File: config.mk
export PLATFORM = sky130hd
export DESIGN_NAME = bus_generator_arbiter
export DESIGN_NICKNAME = d
export VERILOG_FILES = /design/src/rtl/bus_arb_pkg.sv /design/src/rtl/bus_channel_arbiter.sv /design/src/rtl/bus_generator_arbiter.sv
export SDC_FILE = /design/constraint.sdc
export NUM_CORES = 1
export LEC_CHECK = 0
export ABC_AREA = 1
export CORE_ASPECT_RATIO = 2
export CORE_UTILIZATION = 33
export CTS_BUF_LIST = sky130_fd_sc_hd__clkbuf_4
export DETAILED_ROUTE_END_ITERATION = 8
export GPL_ROUTABILITY_DRIVEN = 0
export PLACE_DENSITY = 0.76
export REMOVE_ABC_BUFFERS = 1
export SYNTH_ARGS = -nofsm -noshare
export SYNTH_HDL_FRONTEND = slang
export SYNTH_SLANG_ARGS = --single-unit
export TNS_END_PERCENT = 5
File: constraint.sdc
create_clock -name clk -period 2.23 [get_ports clk]
set_clock_uncertainty 0.15 [all_clocks]
set_input_delay 0.446 -clock clk [delete_from_list [all_inputs] [get_ports clk]]
set_output_delay 0.446 -clock clk [all_outputs]
set_load 0.02 [all_outputs]
File: src/rtl/bus_arb_pkg.sv
// Shared types and helpers for the bus generator arbiter.
package bus_arb_pkg;

  typedef enum logic [1:0] {
    IDLE = 2'd0,
    POP  = 2'd1,
    PUSH = 2'd2
  } state_t;

  localparam int ID_W      = 8;
  // Widest packet the header helper accepts; packets are zero-extended to it.
  localparam int MAX_PKT_W = 256;

  // Destination ID lives in the top ID_W bits of a pkt_w-wide packet.
  function automatic logic [ID_W-1:0] dest_of(input logic [MAX_PKT_W-1:0] pkt,
                                              input int pkt_w);
    return ID_W'(pkt >> (pkt_w - ID_W));
  endfunction

endpackage

File: src/rtl/bus_channel_arbiter.sv
// One bus: round-robin grant over the driver FIFOs, pop the winner's head
// packet, then push it to the addressed driver(s).
module bus_channel_arbiter
  import bus_arb_pkg::*;
#(
  parameter int              drvrs     = 4,
  parameter int              pckg_sz   = 16,
  parameter logic [ID_W-1:0] broadcast = 8'hFF
) (
  input  logic               clk,
  input  logic               reset,
  input  logic               pndng  [drvrs-1:0],
  input  logic [pckg_sz-1:0] D_pop  [drvrs-1:0],
  output logic               pop    [drvrs-1:0],
  output logic               push   [drvrs-1:0],
  output logic [pckg_sz-1:0] D_push [drvrs-1:0]
);

  localparam int IDX_W = (drvrs > 1) ? $clog2(drvrs) : 1;

  state_t             r_state;
  logic [IDX_W-1:0]   r_ptr;
  logic [IDX_W-1:0]   r_src;
  logic [pckg_sz-1:0] r_pkt;
  logic [pckg_sz-1:0] r_dpush;
  logic [drvrs-1:0]   r_pop;
  logic [drvrs-1:0]   r_push;

  logic [drvrs-1:0]   w_pnd;
  logic               w_any;
  logic [IDX_W-1:0]   w_grant;
  logic [IDX_W:0]     w_sum;
  logic [IDX_W-1:0]   w_idx;
  logic [drvrs-1:0]   w_grant_oh;
  logic [IDX_W-1:0]   w_next_ptr;
  logic [ID_W-1:0]    w_dest;
  logic [drvrs-1:0]   w_push_mask;

  // Gather pending flags into a vector and drive the per-driver outputs.
  always_comb begin
    for (int i = 0; i < drvrs; i++) begin
      w_pnd[i]  = pndng[i];
      pop[i]    = r_pop[i];
      push[i]   = r_push[i];
      D_push[i] = r_dpush;
    end
  end

  // Round-robin search: first pending driver starting at the pointer.
  always_comb begin
    w_any   = 1'b0;
    w_grant = '0;
    w_sum   = '0;
    w_idx   = '0;
    for (int i = 0; i < drvrs; i++) begin
      w_sum = {1'b0, r_ptr} + (IDX_W+1)'(i);
      if (w_sum >= (IDX_W+1)'(drvrs)) begin
        w_sum = w_sum - (IDX_W+1)'(drvrs);
      end
      w_idx = w_sum[IDX_W-1:0];
      if (!w_any && w_pnd[w_idx]) begin
        w_any   = 1'b1;
        w_grant = w_idx;
      end
    end
    w_grant_oh          = '0;
    w_grant_oh[w_grant] = 1'b1;
    w_next_ptr = (w_grant == IDX_W'(drvrs - 1)) ? '0 : w_grant + IDX_W'(1);
  end

  // Destination decode: unicast (self included), broadcast to all but the
  // source, anything else is dropped.
  always_comb begin
    w_dest      = dest_of(MAX_PKT_W'(r_pkt), pckg_sz);
    w_push_mask = '0;
    if (int'(w_dest) < drvrs) begin
      w_push_mask[w_dest[IDX_W-1:0]] = 1'b1;
    end else if (w_dest == broadcast) begin
      w_push_mask        = '1;
      w_push_mask[r_src] = 1'b0;
    end
  end

  // Capture the granted driver's head word; qualified by the grant, so no reset needed.
  always_ff @(posedge clk) begin
    if (r_state == IDLE && w_any) begin
      r_pkt <= D_pop[w_grant];
    end
  end

  // Transaction FSM with registered pop/push strobes and delivered data.
  always_ff @(posedge clk or negedge reset) begin
    if (!reset) begin
      r_state <= IDLE;
      r_ptr   <= '0;
      r_src   <= '0;
      r_pop   <= '0;
      r_push  <= '0;
      r_dpush <= '0;
    end else begin
      case (r_state)
        IDLE: begin
          r_push <= '0;
          if (w_any) begin
            r_src   <= w_grant;
            r_ptr   <= w_next_ptr;
            r_pop   <= w_grant_oh;
            r_state <= POP;
          end
        end
        POP: begin
          r_pop   <= '0;
          r_push  <= w_push_mask;
          r_dpush <= r_pkt;
          r_state <= PUSH;
        end
        PUSH: begin
          r_push  <= '0;
          r_state <= IDLE;
        end
        default: begin
          r_pop   <= '0;
          r_push  <= '0;
          r_state <= IDLE;
        end
      endcase
    end
  end

endmodule

File: src/rtl/bus_generator_arbiter.sv
// Shared-bus emulator: one independent channel arbiter per bus.
module bus_generator_arbiter
  import bus_arb_pkg::*;
#(
  parameter int              bits      = 1,
  parameter int              drvrs     = 4,
  parameter int              pckg_sz   = 16,
  parameter logic [ID_W-1:0] broadcast = 8'hFF
) (
  input  logic               clk,
  input  logic               reset,
  input  logic               pndng  [bits-1:0][drvrs-1:0],
  input  logic [pckg_sz-1:0] D_pop  [bits-1:0][drvrs-1:0],
  output logic               pop    [bits-1:0][drvrs-1:0],
  output logic               push   [bits-1:0][drvrs-1:0],
  output logic [pckg_sz-1:0] D_push [bits-1:0][drvrs-1:0]
);

  for (genvar b = 0; b < bits; b++) begin : g_bus
    bus_channel_arbiter #(
      .drvrs    (drvrs),
      .pckg_sz  (pckg_sz),
      .broadcast(broadcast)
    ) u_channel (
      .clk   (clk),
      .reset (reset),
      .pndng (pndng[b]),
      .D_pop (D_pop[b]),
      .pop   (pop[b]),
      .push  (push[b]),
      .D_push(D_push[b])
    );
  end

endmodule

==> summary.txt <==
Die Width: 70.8 um
Minimum setup slack in the final design: 0.113 ns
Area contributors post-synth: dfrtp_1 24%, nand2_1 20%, edfxtp_1 15%
Post-synthesis register bit count: 46
GR Layer Usage met2: 31.5%
Detailed-placement wirelength estimate: 6160 um
Multi-input logic area: 0.00121 sq mm
Violation count after the first detailed-route iteration: 146
Detail Route Antenna Nets: 0
CTS tree: built
Total core area: 0.00907 sq mm
Power density cells: 1740 mW/mm^2
Pin count of the biggest net entering global routing: 34
Initial cell density of the core: 34.4%
DRT Wirelength: 7980 um
IR drop worst, VDD: 0.00105 V
Cells along the critical path: buf_4 -> nand2_1 -> nand2_1 -> nand2_1 -> nand2_1 -> nand2_1 -> nand2_1 -> nand2_2 -> nand3_4 -> clkbuf_16 -> nand2_1 -> nand2_1 -> nand2_1 -> nand2_1
Count of final setup violators: 0
Vias per std cell: 4.72
Main flop type after synthesis: dfrtp_1
Actual slew at the worst max-slew pin: 0.595 ns
Max Cap Viol: 0
Share of synthesized area occupied by flip-flops and latches: 39.4%
Post-route insts no fill: 641
GRT Max-Usage Layer: met2
Arr. time, crit path: 2.12 ns
Syn Std Cell Area: 0.00313 sq mm
Cts bufs inserted: 5
Number of levels the H-tree was split into: 2
Number of search-and-repair iterations in the first detailed-routing pass: 7
Share of flip-flops with an asynchronous set or reset after synthesis: 65.2%
Total instance count after detailed placement: 628
Largest family of logic cells by synthesized area: simple AND/OR/NAND/NOR gates
Fill count: 877
Cell with the most instances after synthesis: nand2_1
Fraction of final layout cells with drive strength greater than 1: 7.81%
Number of antenna violations at the first check in global routing: 1
Floorplan die area: 0.00989 sq mm
Xor/xnor cell area share of the yosys netlist: 0%
Worst path required time: 2.24 ns
Part of the power in the clock network: 5.1%
Placement Rows: 49
Count of final max-slew check failures: 0
Static power due to leakage: 0.00223 uW
Proportion of power drawn by flip-flops and latches: 22.6%
Cell-internal power: 4080 uW
Fraction of synthesized area in multiplexers: 0%
Run status: complete, but fails checks
Post-route clock period utilization: 94.9%
Vias in the first global route: 2890
Maximum clock path buffer count: 2
Warning count from the yosys run: 0
Violated checks: DRC
Wire per inst: 12.5 um
Cell type with the largest total area after synthesis: dfrtp_1
Global-route wire length before repair: 13000 um
Min-Delay Path Class: in2async
EDFF count, synth: 16
Number of buffers inserted by hold repair at cts: 0
Chip height: 140 um
Hold Violations, Final: 0
Share of synthesized cell area in full adder, half adder and majority cells: 0.400%
Mean instance size in the synthesized netlist: 7.15 sq um
Root Buffer Master: clkbuf_4
Clock sinks: 46
NumNets Final: 608
CP Max Fanout: 15
Via total after detailed routing: 3026
Crit-path most repeated cell: nand2_1
Insertion delay of the later-clocked pin in the worst-skew pair: 0.37 ns
Basic-gate share of the synthesized area counting and, or, nand and nor cells: 34.8%
Area fraction in compound gates after synthesis: 3.20%
NetSw: 3780 uW
I/O pin cnt: 142
Seq. cell area: 0.00123 sq mm
Combinational share of power: 72.3%
Critical Path Slowest Stage Cell: dfrtp_2
Port-buffer cells: 141
Clock transition at the register clock pins on the worst setup and hold paths after CTS: 0.14 ns
Max stage delay on crit path: 0.50 ns
Max transition margin: 60.3%
Top cell types by occurrence after synthesis: 168 x nand2_1, 52 x inv_1, 49 x buf_4, 33 x nand4_1, 30 x dfrtp_1
Drc violations: 24
Relative area change from synthesis to final layout: 44.3%
Kind of end point of the critical path: flip-flop
Fmax: 472 MHz
Fraction of met1 tracks used by global routing: 17.0%
Top cell type's share of synthesized area: 24.0%
Met3 usage: 1.59%
GRT Total Usage: 16.3%
Setup Crit Path Kind: reg2reg
Worst reg-to-reg path cell count: 14
Net Sw Frac: 48.0%
Instance count of the mapped netlist: 437
Worst Setup Start Kind: flip-flop
Sum of overflow across all layers after global routing: 0
Worst Setup Slack post-DPL: -0.264 ns
Time the final worst path needs with I/O delays and setup: 2.12 ns
Post-synthesis cell type count: 24
==> through the flow <==
stage	hold slack [ns]	util, %	area [sq um]	setup TNS (ns)	power, uW
4_1_cts	0.291	49.0	4440	0	7700
6_report	0.292	49.7	4510	0	7860
3_3_place_gp	0.288	48.3	4380	-4.78	7130
5_1_grt	0.325	49.7	4510	-0.0397	8530
2_1_floorplan	0.000409	-	2650	-2.38	4720
3_5_place_dp	0.295	48.3	4380	-7.03	7270
==> timing repair <==
action | 4_1_cts | 5_1_grt
gates resized for setup | 1 | 7
setup endpoints to repair | 4 | 22
hold endpoints to repair | 0 | 0
pin swaps | 0 | 2
gates cloned | 0 | 1
setup buffers | 0 | 3
==> registers in the layout (all words and copies together), names as in the netlist <==
name                     cells
g_bus.u_channel.r_dpush     16
g_bus.u_channel.pop          4
g_bus.u_channel.r_src        2
g_bus.u_channel.r_pkt       16
g_bus.u_channel.r_ptr        2
g_bus.u_channel.push         4
g_bus.u_channel.r_state      2
==> final timing paths <==
check / start / to / slack, ns
worst max-delay path: g_bus[0].u_channel.r_ptr[0] / g_bus[0].u_channel.r_pkt[2] / 0.11
worst min-delay path: reset / g_bus[0].u_channel.r_state[1] / 0.29
worst max register to register: g_bus[0].u_channel.r_ptr[0] / g_bus[0].u_channel.r_pkt[2] / 0.11
worst min register to register: g_bus[0].u_channel.r_pkt[6] / g_bus[0].u_channel.r_dpush[6] / 0.32
max in group asynchronous: reset / g_bus[0].u_channel.r_ptr[0] / 1.34
min in group clk: g_bus[0].u_channel.r_pkt[6] / g_bus[0].u_channel.r_dpush[6] / 0.32
==> critical path, delay by kind of cell (launching register included) <==
kind	cells	cell delay [ns]
buffers and inverters	2	0.36
and+or+nand+nor	12	0.88
DFF	1	0.50
==> cell families (layout without fill, tap and decap cells) <==
group / Yosys count / after routing
adder cells (fa/ha/maj): 1 / 1
buffers and inverters: 125 / 226
AND/OR/NAND/NOR: 246 / 246
flip-flops: 46 / 46
other: 0 / 1
AO/OA/AOI/OAI: 19 / 19
==> layout by cell type, fill, tap and decap left out, types with 2 or more instances in the layout <==
master | synthesis | routed
o21ai_0 | 13 | 13
nand4_1 | 33 | 33
dfrtp_1 | 30 | 29
inv_2 | 5 | 4
nand3_4 | 2 | 2
nand3_1 | 29 | 28
nor3_1 | 2 | 2
a21oi_1 | 3 | 2
clkdlybuf4s50_1 | 0 | 141
inv_1 | 52 | 52
clkbuf_4 | 0 | 5
clkinv_4 | 0 | 2
buf_12 | 0 | 6
buf_4 | 49 | 11
edfxtp_1 | 16 | 16
nand2_1 | 168 | 167
nand3_2 | 1 | 2
nand2_2 | 1 | 2
nor2_1 | 9 | 9
==> final cells by class <==
class / count / area share, %
clock buffer: 5 / 0.832
sequential: 46 / 27.3
clock inverter: 3 / 0.472
inverter: 58 / 4.99
timing repair buffer: 160 / 36.6
multi-input combinational: 266 / 26.9
tap: 102 / 2.83
antenna: 1 / 0.0555
==> power by group through the flow <==
| stage | registers, uW | clock network [uW] | logic [uW] |
|---|---|---|---|
| 2_1_floorplan | 2470 | 0 | 2250 |
| 3_3_place_gp | 1780 | 0 | 5350 |
| 3_5_place_dp | 1810 | 0 | 5460 |
| 4_1_cts | 1790 | 420 | 5480 |
| 5_1_grt | 1840 | 443 | 6250 |
| 6_report | 1780 | 401 | 5680 |
==> metal layers <==
metal | up-vias | routed length, um
li1 | 1537 | -
met1 | 1356 | 2800
met2 | 118 | 4560
met3 | 15 | 380
met4 | 0 | 233
met5 | - | 0
Note: power is estimated with default switching activity, not from simulation.
